File: src/rtl/psum_accumulator.sv
// Sparse-kernel partial-sum accumulator: folds a stream of 16-bit partial products
// into one window sum using the carry-select adder, then offers it downstream.

module csa_ripple4 (
    input  logic [3:0] a,
    input  logic [3:0] b,
    input  logic       cin,
    output logic [3:0] sum,
    output logic       cout
);
    logic [4:0] carry;

    assign carry[0] = cin;

    for (genvar i = 0; i < 4; i++) begin : g_bit
        assign sum[i]     = a[i] ^ b[i] ^ carry[i];
        assign carry[i+1] = (a[i] & b[i]) | (carry[i] & (a[i] ^ b[i]));
    end

    assign cout = carry[4];
endmodule

module carrySelectAdder16bit (
    input  logic [15:0] a,
    input  logic [15:0] b,
    output logic [15:0] sum
);
    // carry[k] is the carry into nibble k; nibble 0 ripples, upper nibbles pick a
    // precomputed result once their carry-in is known.
    logic [3:0] carry;

    csa_ripple4 u_nib0 (
        .a    (a[3:0]),
        .b    (b[3:0]),
        .cin  (1'b0),
        .sum  (sum[3:0]),
        .cout (carry[1])
    );

    assign carry[0] = 1'b0;

    for (genvar k = 1; k < 4; k++) begin : g_nib
        logic [3:0] sum_c0;
        logic [3:0] sum_c1;

        if (k < 3) begin : g_mid
            logic cout_c0;
            logic cout_c1;

            csa_ripple4 u_c0 (
                .a    (a[4*k +: 4]),
                .b    (b[4*k +: 4]),
                .cin  (1'b0),
                .sum  (sum_c0),
                .cout (cout_c0)
            );

            csa_ripple4 u_c1 (
                .a    (a[4*k +: 4]),
                .b    (b[4*k +: 4]),
                .cin  (1'b1),
                .sum  (sum_c1),
                .cout (cout_c1)
            );

            assign carry[k+1] = carry[k] ? cout_c1 : cout_c0;
        end else begin : g_top
            // Top nibble wraps: no carry-out leaves the adder.
            assign sum_c0 = a[4*k +: 4] + b[4*k +: 4];
            assign sum_c1 = a[4*k +: 4] + b[4*k +: 4] + 4'd1;
        end

        assign sum[4*k +: 4] = carry[k] ? sum_c1 : sum_c0;
    end
endmodule

module psum_accumulator #(
    parameter int MAX_TERMS = 27,
    parameter int CNT_W     = 5
) (
    input  logic             clk,
    input  logic             rst,
    input  logic             in_valid,
    output logic             in_ready,
    input  logic [15:0]      in_data,
    input  logic             in_last,
    output logic             out_valid,
    input  logic             out_ready,
    output logic [15:0]      out_sum,
    output logic [CNT_W-1:0] out_count,
    output logic             out_ovf,
    output logic [1:0]       dbg_state
);
    // Handshake: a term transfers on a cycle where in_valid & in_ready; a result
    // transfers where out_valid & out_ready. Producers keep data stable until then.

    typedef enum logic [1:0] {
        IDLE  = 2'd0,
        ACCUM = 2'd1,
        HOLD  = 2'd2
    } state_t;

    localparam logic [CNT_W-1:0] MAX_CNT = CNT_W'(MAX_TERMS);

    state_t           state;
    state_t           state_next;
    logic [15:0]      acc;
    logic [15:0]      acc_next;
    logic [CNT_W-1:0] count;
    logic [CNT_W-1:0] count_next;
    logic [CNT_W-1:0] count_inc;
    logic             ovf;
    logic             ovf_next;
    logic             ovf_term;
    logic [15:0]      sum;
    logic             accept;
    logic             handoff;
    logic             closing;
    logic             load_out;

    // acc is held at zero in IDLE, so the first term of a window uses the same path.
    carrySelectAdder16bit u_adder (
        .a   (acc),
        .b   (in_data),
        .sum (sum)
    );

    always_comb begin
        in_ready  = ~rst & (state != HOLD);
        out_valid = (state == HOLD);
        accept    = in_valid & in_ready;
        handoff   = out_valid & out_ready;
        count_inc = count + 1'b1;
        closing   = in_last | (count_inc == MAX_CNT);
        ovf_term  = (acc[15] == in_data[15]) & (sum[15] != acc[15]);
        dbg_state = state;
    end

    always_comb begin
        state_next = state;
        acc_next   = acc;
        count_next = count;
        ovf_next   = ovf;
        load_out   = 1'b0;

        case (state)
            IDLE, ACCUM: begin
                if (accept) begin
                    acc_next   = sum;
                    count_next = count_inc;
                    ovf_next   = ovf | ovf_term;
                    if (closing) begin
                        state_next = HOLD;
                        load_out   = 1'b1;
                    end else begin
                        state_next = ACCUM;
                    end
                end
            end
            HOLD: begin
                if (handoff) begin
                    state_next = IDLE;
                    acc_next   = '0;
                    count_next = '0;
                    ovf_next   = 1'b0;
                end
            end
            default: begin
                state_next = IDLE;
                acc_next   = '0;
                count_next = '0;
                ovf_next   = 1'b0;
            end
        endcase
    end

    always_ff @(posedge clk) begin
        if (rst) begin
            state     <= IDLE;
            acc       <= '0;
            count     <= '0;
            ovf       <= 1'b0;
            out_sum   <= '0;
            out_count <= '0;
            out_ovf   <= 1'b0;
        end else begin
            state <= state_next;
            acc   <= acc_next;
            count <= count_next;
            ovf   <= ovf_next;
            // Result registers only change when a window closes, so they stay frozen in HOLD.
            if (load_out) begin
                out_sum   <= acc_next;
                out_count <= count_next;
                out_ovf   <= ovf_next;
            end
        end
    end
endmodule

File: config.mk
export PLATFORM = sky130hd
export DESIGN_NAME = psum_accumulator
export DESIGN_NICKNAME = d
export VERILOG_FILES = /design/src/rtl/psum_accumulator.sv
export SDC_FILE = /design/constraint.sdc
export NUM_CORES = 1
export LEC_CHECK = 0
export BUFFER_PORTS_ARGS = -buffer_cell sky130_fd_sc_hd__buf_2
export CORE_MARGIN = 4
export CORE_UTILIZATION = 35
export DETAILED_ROUTE_END_ITERATION = 7
export PLACE_DENSITY = 0.67
export SETUP_SLACK_MARGIN = 0.3
export SYNTH_ARGS = -nofsm -noshare
export SYNTH_HDL_FRONTEND = slang
export SYNTH_SLANG_ARGS = --single-unit
File: constraint.sdc
create_clock -name clk -period 10.25 [get_ports clk]
set_input_delay 2.5625 -clock clk [delete_from_list [all_inputs] [get_ports clk]]
set_output_delay 2.5625 -clock clk [all_outputs]
set_load 0.02 [all_outputs]
==> run_results.csv, run 1 <==
group,metric,value,unit
outcome,status,"completed",
placed_design,io_buffers,46,
yosys,synthSimpleGateAreaFrac,14.40,%
finish,syn_to_final_growth,13.05,%
yosys,synth_top_flop_cell,"dfxtp_1",
die,dieArea,8296,um2
die,std_cell_rows,30,
sta,hold_viol,0,
critical_path,rrSetupSlack,5.03,ns
finish,fin_util,40.43,%
critical_path,cp_cell_sequence,"buf_2, ha_1, inv_1, fa_1, fa_1, inv_1, fa_1, o21ai_0, fa_1, fa_1, inv_1, fa_1, mux2i_1, fa_1, fa_1, inv_1, fa_1, nand2_1, nor3_1, xor3_1, or3_1, a31oi_1",
critical_path,rr_worst_depth,21,
route,ant_nets,0,
cts,post_cts_buffers,0,
yosys,muxShareOfSynthArea,2.071,%
yosys,synth_top_family_by_area,"compound AO/OA/AOI/OAI gates",
critical_path,worstSetupEndpointType,"register",
critical_path,cpMaxStageDelayCell,"fa_1",
yosys,avgSynthCellArea,9.293,um2
die,start_util,35.76,%
cts,clkSinkCount,46,
cts,worst_skew_pair.late_latency,0.29,ns
critical_path,slowest_delay,0.40,ns
global_routing,antenna_found_initial,0,
power_and_ir_drop,vdd_drop_max,0.06237,mV
placed_design,gp_congestion,0.7405,
critical_path,path_buf_inv,5,
power_and_ir_drop,p_leak,0.001167,uW
critical_path,critPathKind,"input port to register",
sta,final_max_slew_viol_count,0,
hold_path,min_path_cells,2,
critical_path,startpoint,"in_data[0]",
yosys,syn-cell-area,2416,um2
yosys,synth_adder_area_share,13.98,%
cts,clkSlewWorstSetupHoldPaths,0.08,ns
yosys,syn-num-nets,302,
yosys,synth-compound-area-share,19.52,%
yosys,synthArstFlopShare,0,%
sta,worst_pin_slew,1.080,ns
critical_path,crit_fanout,5,
sta,rsz0062_at_grt,"no",
finish,final_area,2731,um2
hold_path,hold_path.class,"register to register",
critical_path,required,10.46,ns
yosys,synth_seq_cells,46,
cts,cts_tree,"yes",
sta,fmax,138.9,MHz
cts,htree_levels,2,
finish,drive_above_1_share,24.50,%
placed_design,dp_hpwl,3.388,mm
yosys,synth_enable_flop_cells,0,
sta,timing.final.ws_setup,3.051,ns
sta,fin_tns_setup,0,ns
route,route.detailed.drc,0,
power_and_ir_drop,power_density,133.3,nW/um2
global_routing,grt_pass1_wl,8.259,mm
sta,finalSetupViolCount,0,
global_routing,overflow,0,
yosys,ys_seq_area_share,38.11,%
cts,cts-resized-gates,0,
yosys,synthDistinctLibCells,35,
placed_design,place_ws,2.752,ns
critical_path,r2r_start,"acc[0]",
sta,period_share,70.23,%
die,fp.dieW,91.09,um
route,drtIter0Drc,46,
finish,final_cell_mix,"nor2_1 (57), dfxtp_1 (46), buf_2 (46)",
critical_path,critPathTopFamily,"adder cells",
yosys,synth_xor_area_share,3.884,%
global_routing,grt_pass1_vias,1860,
sta,relSlewSlack,28.01,%
cts,cts_hold_buf,0,
finish,final_common_cell,"nor2_1",
cts,cts-root-buf,"clkbuf_8",
critical_path,critPathMostFrequentCell,"fa_1",
global_routing,grt_max_degree,49,
die,die_h,91.09,um
finish,diodes,0,
route,routed_wl,4.755,mm
hold_path,min-delay-start,"out_count[0]",
route,drt_first_pass_iters,4,
global_routing,track_usage,12.14,%
yosys,synthCells,260,
sta,fin_crit,7.199,ns
critical_path,crit_arrival,7.41,ns
sta,whs,0.5027,ns
yosys,ys_warn_count,0,
route,via_count,1871,
sta,finClkSkew,0.003465,ns
critical_path,crit-reg2reg-capture,"acc[15]",
hold_path,min_to,"out_count[0]",
cts,clock_path_buffers,2,
flow_run,drv_cap,0,
critical_path,startpoint_type,"input port",
die,pin_count,47,
route,viasPerCell,4.950,
route,wl_per_cell,12.58,um
cts,cts_buffers,5,
finish,nets,340,
die,fp.coreArea,6756,um2
placed_design,postPlaceCellArea,2655,um2
==> through the flow <==
| stage | std cells | total power [uW] |
|---|---|---|
| floorplan | 260 | 247.8 |
| global placement | 371 | 262.9 |
| detailed placement | 371 | 265.1 |
| CTS | 378 | 371.1 |
| global route | 378 | 388.3 |
| finish | 378 | 364.1 |
==> report_power, final <==
group	total (uW)	switching [uW]	internal, uW
logic	67.2	40.7	26.5
clock network	104	57.2	47.1
registers	193	5.52	187
==> flip-flops by register name, summed over array words and instances, names as in the netlist <==
signal and cells:
out_ovf 1, count 5, out_count 5, dbg_state 2, acc 16, out_sum 16
ovf 1
==> cell usage after synthesis (all sizes together) (2+ instances only) <==
| master | count | area share [%] |
|---|---|---|
| fa | 10 | 8.3 |
| mux2i | 5 | 2.1 |
| buf | 8 | 2.7 |
| inv | 27 | 4.2 |
| dfxtp | 46 | 38 |
| a22oi | 11 | 3.4 |
| nand3 | 2 | 0.41 |
| and2 | 4 | 1.0 |
| o21ai | 6 | 1.2 |
| ha | 11 | 5.7 |
| xor2 | 5 | 1.8 |
| clkbuf | 7 | 1.1 |
| a21oi | 12 | 2.5 |
| nand2 | 11 | 1.7 |
| nor2b | 2 | 0.52 |
| xnor2 | 3 | 1.1 |
| a211oi | 19 | 9.8 |
| nor2 | 57 | 8.9 |
==> cell type report <==
type,instances,area (um2)
repair buffers,46,230.2
fillers,694,4025
inverters,27,101.3
clock buffers,7,76.32
flip-flops and latches,46,920.9
multi-input cells,172,1303
well taps,80,100.1
==> logic make-up (layout without fill, tap and decap cells) <==
group,after synthesis,in the layout
compound gates,55,55
xor+xnor,9,9
fa+ha+maj,21,21
buf+inv,42,80
flops,46,46
mux,5,5
simple gates,82,82
==> worst register-to-register path, delay by kind of cell, from the launching register on <==
kind | cells | cell delay [ns]
buffers and inverters | 4 | 0.28
and+or+nand+nor | 3 | 0.67
AOI/OAI and AO/OA | 2 | 0.28
adders and majority gates | 10 | 3.13
DFF | 1 | 0.36
muxes | 1 | 0.11
xor gates and xnor gates | 1 | 0.33
==> worst max path at each step <==
stage                     depth (start not counted)       to
after global routing                             22  acc[15]
after CTS                                        22  acc[15]
after floorplan                                  21  acc[15]
final                                            22  acc[15]
after detailed placement                         22  acc[15]
after global placement                           22  acc[15]
==> per-layer routing <==
metal | GRT usage (%) | routed length (um) | vias to the layer above
li1 | - | - | 932
met3 | 3.811 | 211 | 7
met4 | 3.392 | 66 | 0
met1 | 14.50 | 2175 | 900
met5 | 0 | 0 | -
met2 | 20.91 | 2302 | 32
Power figures use the tool's default switching activity.
==> inputs of run 2 (changes only) <==
--- a/config.mk
+++ b/config.mk
@@ -9,7 +9,7 @@
 export CORE_MARGIN = 4
 export CORE_UTILIZATION = 35
 export DETAILED_ROUTE_END_ITERATION = 7
-export PLACE_DENSITY = 0.67
+export PLACE_DENSITY = 0.69
 export SETUP_SLACK_MARGIN = 0.3
 export SYNTH_ARGS = -nofsm -noshare
 export SYNTH_HDL_FRONTEND = slang
==> constraint.sdc (replaced) <==
create_clock -name clk -period 6.1 [get_ports clk]
set_input_delay 1.525 -clock clk [delete_from_list [all_inputs] [get_ports clk]]
set_output_delay 1.525 -clock clk [all_outputs]
set_load 0.02 [all_outputs]
==> run 2 against run 1 <==
Critical path type unchanged. Sequential cell count did not move. Final cell count rose by 1.6%. Combinational power increased by 85%. Clock-buffer cell count decreased by 2. Critical path depth did not move. Largest cell class unchanged. Sequential power grew 68%. Global-route usage rose by 0.33 points. Cell area increased by 4.2%. First-iteration DRC count up 11%. Highest routed layer unchanged. Register-to-register slack got worse by 3.6 ns. Wire length grew 4.0%.
==> run_results.csv, run 2 (synthesis results as in run 1) <==
group,metric,value,unit
global_routing,grt_pass1_vias,1895,
flow_run,drv_cap,0,
power_and_ir_drop,p_leak,0.001210,uW
power_and_ir_drop,power_density,236.1,nW/um2
sta,final_max_slew_viol_count,0,
cts,htree_levels,2,
sta,timing.final.ws_setup,0.4466,ns
cts,clkSlewWorstSetupHoldPaths,0.09,ns
finish,reg_top3,"acc (16), out_sum (16)",
die,dieArea,8296,um2
hold_path,min-delay-start,"out_count[0]",
critical_path,worstSetupEndpointType,"register",
global_routing,grt_pass1_wl,8.445,mm
finish,nets,345,
power_and_ir_drop,power,671.6,uW
sta,finClkSkew,0.006475,ns
die,die_h,91.09,um
critical_path,critPathKind,"input port to register",
placed_design,place_ws,-0.1106,ns
route,drt_first_pass_iters,3,
sta,whs,0.5005,ns
placed_design,dp_hpwl,3.557,mm
cts,cts_buffers,5,
sta,fmax,176.9,MHz
critical_path,startpoint,"in_data[0]",
finish,syn_to_final_growth,17.76,%
finish,drive_above_1_share,31.58,%
sta,period_share,92.68,%
critical_path,crit_fanout,3,
route,drtIter0Drc,51,
sta,finalSetupViolCount,0,
critical_path,crit_arrival,5.87,ns
placed_design,io_buffers,46,
die,pin_count,47,
hold_path,hold_path.class,"register to register",
global_routing,grt_max_degree,49,
route,route.detailed.drc,0,
cts,cts_tree,"yes",
global_routing,antenna_found_initial,0,
critical_path,r2r_start,"acc[0]",
route,viasPerCell,4.891,
finish,final_common_cell,"nor2_1",
sta,relSlewSlack,28.14,%
finish,nFillCells,684,
finish,diodes,0,
global_routing,track_usage,12.46,%
die,fp.dieW,91.09,um
critical_path,startpoint_type,"input port",
die,std_cell_rows,30,
sta,rsz0062_at_grt,"yes",
outcome,status,"completed",
die,start_util,35.76,%
global_routing,overflow,0,
critical_path,required,6.32,ns
placed_design,gp_congestion,0.7347,
route,via_count,1878,
sta,fin_crit,5.653,ns
sta,worst_pin_slew,1.078,ns
route,routed_wl,4.947,mm
cts,clock_path_buffers,2,
finish,final_cell_mix,"nor2_1 (57), dfxtp_1 (46), buf_2 (46)",
cts,worst_skew_pair.late_latency,0.29,ns
cts,clkSinkCount,46,
die,fp.coreArea,6756,um2
route,wl_per_cell,12.88,um
finish,final_area,2845,um2
route,ant_nets,0,
placed_design,postPlaceCellArea,2693,um2
placed_design,dp.cells,374,
cts,cts-root-buf,"clkbuf_8",
sta,hold_viol,0,
power_and_ir_drop,vdd_drop_max,0.1009,mV
finish,final_cells,384,
==> run 2: power by group <==
part / switching [uW] / total (uW) / internal (uW) / leakage [uW]
combinational: 73.1 / 124 / 51.0 / 0.000777
clock: 103 / 224 / 121 / 0.0000579
sequential: 9.56 / 324 / 314 / 0.000374
total: 186 / 672 / 486 / 0.00121
==> run 2: worst paths after layout <==
check                 endpoint  slack [ns]  cells past startpoint
setup reg to reg       acc[15]        1.41                     21
setup / recovery       acc[15]        0.45                     22
hold / removal    out_count[0]        0.50                      2
hold reg to reg   out_count[0]        0.50                      2
==> run 2: what timing repair did <==
item	in CTS	in global routing
resized for setup	2	9
setup buffers	1	1
hold buffers	0	0
setup endpoints to repair	4	5
==> run 2: final cells by class <==
cell class | count | area [um2] | area share [%]
sequential | 46 | 920.9 | 32.37
multi-input combinational | 172 | 1346 | 47.32
timing repair buffer | 51 | 267.8 | 9.411
inverter | 27 | 101.3 | 3.562
tap | 80 | 100.1 | 3.518
clock inverter | 3 | 40.04 | 1.407
clock buffer | 5 | 68.82 | 2.419
==> run 2: metal layers <==
metal	wire length [um]	share of wire, %	GRT usage, %	vias up
met5	0	0	0	-
met4	78	1.6	4.397	0
met3	181	3.7	2.983	11
met2	2359	48	21.09	37
met1	2327	47	15.42	885
li1	-	-	-	945
==> run 2: through the flow <==
stage / util, % / setup TNS, ns
2_1_floorplan: - / 0
3_3_place_gp: 39.85 / 0
3_5_place_dp: 39.85 / -0.1692
4_1_cts: 41.70 / 0
5_1_grt: 42.11 / 0
6_report: 42.11 / 0
==> run 2: critical path, cell delays in order <==
cell,delay [ns]
buf_2,0.09
ha_1,0.14
inv_1,0.05
fa_1,0.37
fa_2,0.34
inv_2,0.06
fa_2,0.22
o21ai_2,0.06
fa_2,0.33
fa_2,0.33
inv_1,0.07
fa_2,0.22
mux2i_2,0.08
fa_2,0.35
fa_2,0.34
inv_2,0.06
fa_2,0.20
nand2_2,0.06
nor3_4,0.15
xor3_1,0.30
or3_1,0.32
a31oi_1,0.15
